[config.mk]
export PLATFORM = sky130hd
export DESIGN_NAME = pcm_channel_sequencer
export DESIGN_NICKNAME = d
export VERILOG_FILES = /design/src/rtl/pcm_channel_sequencer.sv
export SDC_FILE = /design/constraint.sdc
export NUM_CORES = 2
export LEC_CHECK = 0
export BUFFER_PORTS_ARGS = -buffer_cell sky130_fd_sc_hd__buf_4
export CAP_MARGIN = 0
export CORE_MARGIN = 3
export CORE_UTILIZATION = 57
export DETAILED_ROUTE_END_ITERATION = 10
export PLACE_DENSITY = 0.76
export SYNTH_ARGS = -nofsm -noshare
export SYNTH_HDL_FRONTEND = slang
export SYNTH_SLANG_ARGS = --single-unit
[constraint.sdc]
create_clock -name CLK -period 4.6 [get_ports CLK]
set_clock_uncertainty 0.2 [all_clocks]
set_input_delay 0 -clock CLK [delete_from_list [all_inputs] [get_ports CLK]]
set_output_delay 0 -clock CLK [all_outputs]
set_load 0.05 [all_outputs]
[src/rtl/pcm_channel_sequencer.sv]
// Time-multiplexed PCM voice sequencer: per-channel 8/16-bit sample fetch with
// fractional pitch stepping, end-marker detection and optional looping.
module pcm_channel_sequencer #(
   parameter int unsigned CHANNELS = 8,
   parameter int unsigned ADDR_W   = 24
) (
   input  logic                CLK,
   input  logic                RES,
   input  logic                REG_WE,
   input  logic [3:0]          REG_CH,
   input  logic [3:0]          REG_SEL,
   input  logic [7:0]          REG_DATA,
   input  logic                SAMPLE_TICK,
   output logic                ROM_REQ,
   output logic [ADDR_W-1:0]   ROM_ADDR,
   input  logic                ROM_ACK,
   input  logic [7:0]          ROM_DATA,
   output logic                OUT_VALID,
   output logic [3:0]          OUT_CH,
   output logic [15:0]         OUT_SAMPLE,
   output logic [CHANNELS-1:0] ACTIVE,
   output logic                BUSY,
   output logic                OVERRUN
);

   localparam int unsigned CH_W = (CHANNELS > 1) ? $clog2(CHANNELS) : 1;

   typedef enum logic [2:0] {IDLE, SCAN, FETCH_LO, FETCH_HI, EMIT} state_t;

   state_t              state;
   logic [CH_W-1:0]     ch;
   logic [ADDR_W-1:0]   start_r [CHANNELS];
   logic [ADDR_W-1:0]   loop_r  [CHANNELS];
   logic [15:0]         pitch_r [CHANNELS];
   logic [1:0]          mode_r  [CHANNELS];
   logic [ADDR_W-1:0]   cur_r   [CHANNELS];
   logic [11:0]         frac_r  [CHANNELS];

   logic [ADDR_W-1:0]   w_cur;
   logic [11:0]         w_frac;
   logic [15:0]         w_pitch;
   logic [1:0]          w_mode;
   logic                w_active;
   logic                w_end;
   logic [7:0]          w_lo;
   logic                dirty;

   logic                wr_hit;
   logic [CH_W-1:0]     wr_ch;
   logic                key_hit;
   logic [16:0]         sum;
   logic [ADDR_W-1:0]   step;
   logic [15:0]         hi_word;

   assign wr_hit  = REG_WE && (5'(REG_CH) < 5'(CHANNELS));
   assign wr_ch   = REG_CH[CH_W-1:0];
   assign key_hit = wr_hit && (REG_SEL == 4'd9);
   assign sum     = 17'(w_frac) + 17'(w_pitch);
   assign step    = w_mode[0] ? ADDR_W'({sum[16:12], 1'b0}) : ADDR_W'(sum[16:12]);
   assign hi_word = {ROM_DATA, w_lo};

   // Replace one byte of an address register; bits above ADDR_W fall away.
   function automatic logic [ADDR_W-1:0] set_byte(input logic [ADDR_W-1:0] old,
                                                  input logic [1:0] idx,
                                                  input logic [7:0] d);
      logic [23:0] t;
      t = 24'(old);
      case (idx)
         2'd0:    t[7:0]   = d;
         2'd1:    t[15:8]  = d;
         default: t[23:16] = d;
      endcase
      return ADDR_W'(t);
   endfunction

   always_ff @(posedge CLK) begin
      if (RES) begin
         state      <= IDLE;
         ch         <= '0;
         ROM_REQ    <= 1'b0;
         ROM_ADDR   <= '0;
         OUT_VALID  <= 1'b0;
         OUT_CH     <= '0;
         OUT_SAMPLE <= '0;
         ACTIVE     <= '0;
         BUSY       <= 1'b0;
         OVERRUN    <= 1'b0;
         w_cur      <= '0;
         w_frac     <= '0;
         w_pitch    <= '0;
         w_mode     <= '0;
         w_active   <= 1'b0;
         w_end      <= 1'b0;
         w_lo       <= '0;
         dirty      <= 1'b0;
         for (int unsigned i = 0; i < CHANNELS; i++) begin
            start_r[i] <= '0;
            loop_r[i]  <= '0;
            pitch_r[i] <= '0;
            mode_r[i]  <= '0;
            cur_r[i]   <= '0;
            frac_r[i]  <= '0;
         end
      end else begin
         if (SAMPLE_TICK && BUSY)
            OVERRUN <= 1'b1;

         case (state)
            IDLE: begin
               OUT_VALID <= 1'b0;
               if (SAMPLE_TICK) begin
                  ch    <= '0;
                  BUSY  <= 1'b1;
                  state <= SCAN;
               end
            end
            SCAN: begin
               w_cur    <= cur_r[ch];
               w_frac   <= frac_r[ch];
               w_pitch  <= pitch_r[ch];
               w_mode   <= mode_r[ch];
               w_active <= ACTIVE[ch];
               w_end    <= 1'b0;
               // A key write landing in this very cycle must also block writeback.
               dirty    <= key_hit && (wr_ch == ch);
               if (ACTIVE[ch]) begin
                  ROM_REQ  <= 1'b1;
                  ROM_ADDR <= cur_r[ch];
                  state    <= FETCH_LO;
               end else begin
                  OUT_VALID  <= 1'b1;
                  OUT_CH     <= 4'(ch);
                  OUT_SAMPLE <= '0;
                  state      <= EMIT;
               end
            end
            FETCH_LO: begin
               if (ROM_ACK) begin
                  w_lo <= ROM_DATA;
                  if (w_mode[0]) begin
                     ROM_ADDR <= w_cur + ADDR_W'(1);
                     state    <= FETCH_HI;
                  end else begin
                     ROM_REQ    <= 1'b0;
                     OUT_VALID  <= 1'b1;
                     OUT_CH     <= 4'(ch);
                     w_end      <= (ROM_DATA == 8'h80);
                     OUT_SAMPLE <= (ROM_DATA == 8'h80) ? 16'h0000 : {ROM_DATA, 8'h00};
                     state      <= EMIT;
                  end
               end
            end
            FETCH_HI: begin
               if (ROM_ACK) begin
                  ROM_REQ    <= 1'b0;
                  OUT_VALID  <= 1'b1;
                  OUT_CH     <= 4'(ch);
                  w_end      <= (hi_word == 16'h8000);
                  OUT_SAMPLE <= (hi_word == 16'h8000) ? 16'h0000 : hi_word;
                  state      <= EMIT;
               end
            end
            EMIT: begin
               OUT_VALID <= 1'b0;
               if (!dirty && w_active) begin
                  if (w_end) begin
                     if (w_mode[1]) cur_r[ch] <= loop_r[ch];
                     else           ACTIVE[ch] <= 1'b0;
                  end else begin
                     cur_r[ch]  <= w_cur + step;
                     frac_r[ch] <= sum[11:0];
                  end
               end
               if (ch == CH_W'(CHANNELS - 1)) begin
                  BUSY  <= 1'b0;
                  state <= IDLE;
               end else begin
                  ch    <= ch + CH_W'(1);
                  state <= SCAN;
               end
            end
            default: state <= IDLE;
         endcase

         if (BUSY && state != SCAN && key_hit && wr_ch == ch)
            dirty <= 1'b1;

         // Host writes come last so they win over a same-cycle writeback.
         if (wr_hit) begin
            case (REG_SEL)
               4'd0, 4'd1, 4'd2: start_r[wr_ch] <= set_byte(start_r[wr_ch], REG_SEL[1:0], REG_DATA);
               4'd3: loop_r[wr_ch] <= set_byte(loop_r[wr_ch], 2'd0, REG_DATA);
               4'd4: loop_r[wr_ch] <= set_byte(loop_r[wr_ch], 2'd1, REG_DATA);
               4'd5: loop_r[wr_ch] <= set_byte(loop_r[wr_ch], 2'd2, REG_DATA);
               4'd6: pitch_r[wr_ch][7:0]  <= REG_DATA;
               4'd7: pitch_r[wr_ch][15:8] <= REG_DATA;
               4'd8: mode_r[wr_ch] <= REG_DATA[1:0];
               4'd9: begin
                  ACTIVE[wr_ch] <= REG_DATA[0];
                  if (REG_DATA[0]) begin
                     cur_r[wr_ch]  <= start_r[wr_ch];
                     frac_r[wr_ch] <= '0;
                  end
               end
               default: ;
            endcase
         end
      end
   end

endmodule
==> run_results.csv <==
group,metric,value,unit
power_and_ir_drop,finalPower,21.8,mW
yosys,synth_edf_count,720,
critical_path,startpoint,"w_frac[2]",
grt,grt_max_degree,87,
critical_path,end_kind,"register",
critical_path,r2r-start,"w_frac[2]",
run_status,outcome,"completed",
clocking,cts-root-buf,"clkbuf_16",
drt,first_pass_iters,7,
yosys,synthCells,3759,
drt,dr.first_iter.drc_count,5020,
drt,wl_per_cell,27.6,µm
grt,track_usage,33.1,%
grt,antenna_found_initial,0,
grt,globalRouteOverflowTotal,0,
critical_path,startpoint_type,"register",
yosys,synth_flop_cell,"edfxtp_1",
grt,grt_pass1_wl,204,mm
cells_and_area,fin_nets,3897,
critical_path,worstPathRequired,4750,ps
place,place.gp.congestion,0.942,
critical_path,cpPeakStageDelay,400,ps
clocking,cts_tree,"done",
flow_run,maxCapViolations,0,
drt,vias,33800,
critical_path,cpMaxStageDelayCell,"or3_1",
die,io_pins,85,
place,pre_cts_slack,29.9,ps
yosys,ys_ff_latch,945,
place,numPortBuffers,83,
clocking,cts.reportedPaths.clkPinSlew,60,ps
critical_path,cp.arrival,4620,ps
drt,wirelength,136,mm
clocking,clock_latency,670,ps
die,core_area,76500,µm²
critical_path,critPathKind,"reg2reg",
sta,period_share,97.2,%
sta,drv_slew,0,
cells_and_area,syn2layout_area_growth,12.6,%
sta,worstMarginPinSlew,1310,ps
clocking,cts_buffers,95,
hold_path,hold_path.class,"in2reg",
sta,hold_viol_final,0,
yosys,synth_cell_types,89,
die,die_area,81100,µm²
yosys,yosys.area.top_type,"edfxtp_1",
yosys,postSynthAreaPerCell,11.8,µm²
drt,drcViolationCount,0,
sta,post-route-min-period,4470,ps
power_and_ir_drop,vdd_drop_max,328,µV
yosys,syn_area,44300,µm²
power_and_ir_drop,p_leak,17.0,nW
drt,ant_nets,0,
yosys,async_reset_ff_share,0,%
die,row_count,101,
yosys,syn-num-nets,3812,
clocking,clock_tree.buffer_depth,3,
die,fp.dieH,285,µm
critical_path,path_cells,"ha_1 -> o211ai_1 -> o211ai_1 -> and2_1 -> a221o_1 -> mux2i_1 -> or3_1 -> ha_1 -> a211oi_1 -> o311ai_2 -> buf_4 -> nand4_1 -> xnor2_1 -> nor2_2 -> o32ai_1",
critical_path,cp_max_fo,8,
yosys,synth_top_area_share,48.8,%
yosys,synth-seq-area-share,59.0,%
sta,slew_headroom,11.7,%
clocking,htreeDepth,3,
die,start_util,57.9,%
place,hpwl,83.4,mm
die,die_width,285,µm
clocking,cts_sinks,945,
cells_and_area,drive_gt1_share,17.0,%
grt,grt_pass1_vias,32900,
hold_path,worstHoldStart,"ROM_DATA[2]",
power_and_ir_drop,pwr_density_cell,437,nW/µm²
yosys,synth_area_leaders,"edfxtp_1, dfxtp_1, mux4_2",
sta,setup_viol,0,
drt,viasPerCell,6.84,
yosys,ys.warnings.count,0,
sta,fin_ws,129,ps
sta,fmax,224,MHz
-- per-stage QoR --
| stage | TNS [ps] | hold slack [ps] | cells | utilization, % | instance area (µm²) |
|---|---|---|---|---|---|
| floorplan | 0 | -69.6 | 3759 | - | 44300 |
| global placement | -10.9 | 37.2 | 4734 | 60.7 | 46400 |
| detailed placement | 0 | 43.1 | 4734 | 60.7 | 46400 |
| CTS | 0 | 3.41 | 4947 | 65.1 | 49800 |
| global route | -13.7 | 32.2 | 4948 | 65.2 | 49900 |
| finish | 0 | 26.3 | 4949 | 65.2 | 49900 |
-- critical path, delay by kind of cell, from the launching register on --
kind,cells,cell delay [ps]
compound gates,6,1400
simple gates,4,1020
fa+ha+maj,2,670
flops,1,310
buf+inv,1,220
xor+xnor,1,170
mux,1,160
-- registers in the layout (all words and copies together), names as in the netlist, 12 cells and up, named ones only --
| register | count |
|---|---|
| OUT_SAMPLE | 16 |
| ROM_ADDR | 24 |
| cur_r | 192 |
| frac_r | 96 |
| loop_r | 192 |
| mode_r | 16 |
| pitch_r | 128 |
| start_r | 192 |
| w_cur | 24 |
| w_frac | 12 |
| w_pitch | 16 |
-- cell families (layout without fill, tap and decap cells) --
| group | count (synthesis) | count (layout) | share of synthesized area, % |
|---|---|---|---|
| AO/OA/AOI/OAI | 758 | 758 | 11.8 |
| other | 1 | 2 | 0.00847 |
| AND/OR/NAND/NOR | 1356 | 1356 | 14.6 |
| multiplexers | 271 | 271 | 9.59 |
| adder cells (fa/ha/maj) | 24 | 24 | 0.712 |
| XOR/XNOR | 49 | 49 | 0.969 |
| flip-flops | 945 | 945 | 59.0 |
| buffers and inverters | 355 | 514 | 3.38 |
-- per-layer routing --
metal / routed length [µm] / up-vias / global-route usage (%)
met5: 0 / - / 0
li1: - / 14400 / -
met1: 48000 / 16300 / 44.7
met2: 61400 / 2667 / 50.6
met4: 6200 / 0 / 14.4
met3: 20900 / 481 / 9.38
-- cells in the final DEF, fill, tap and decap left out, types with 47 or more instances in the layout --
cell | synthesis | final
nor3_1 | 187 | 185
o21ai_0 | 121 | 117
mux2i_1 | 107 | 107
buf_4 | 5 | 274
nand3_1 | 117 | 116
clkbuf_16 | 0 | 96
edfxtp_1 | 720 | 720
and2_1 | 173 | 173
mux4_2 | 118 | 118
a21oi_1 | 124 | 122
dfxtp_1 | 225 | 219
nor2_1 | 468 | 465
a221oi_1 | 47 | 47
nand2_1 | 247 | 247
o22ai_1 | 164 | 164
-- report_power, final --
part           internal (mW)  switching (mW)
clock                   4.21            3.31
sequential              9.72           0.562
combinational           1.35            2.64
-- final timing paths --
check                                 endpoint  slack, ps  depth (start not counted)
worst max-delay path               cur_r[4][9]        130                         15
worst min register to register           dirty        250                          2
worst min-delay path            OUT_SAMPLE[10]         30                          4
worst max register to register     cur_r[4][9]        130                         15
-- synthesized netlist by cell type, types with 46 or more instances --
cell type / number
edfxtp_1: 720
nor2_1: 468
nand2_1: 247
dfxtp_1: 225
clkbuf_1: 224
nor3_1: 187
and2_1: 173
o22ai_1: 164
a21oi_1: 124
o21ai_0: 121
mux4_2: 118
nand3_1: 117
mux2i_1: 107
buf_2: 76
a221oi_1: 47
a211oi_1: 46
mux2_2: 46
-- area by class of cell --
cell class / count / area [µm²]
antenna: 1 / 2.50
clock buffer: 128 / 2570
clock inverter: 43 / 378
fill: 5524 / 26600
inverter: 20 / 80.1
multi-input combinational: 2459 / 16800
sequential: 945 / 26100
tap: 1030 / 1290
timing repair buffer: 323 / 2620
-- timing repair --
action,in CTS,in global routing
setup endpoints to repair,6,106
pin swaps,0,5
resized for setup,2,17
hold endpoints to repair,382,0
hold buffers,42,0
buffers inserted,0,1
No activity file was read; power rests on OpenSTA's default activity.
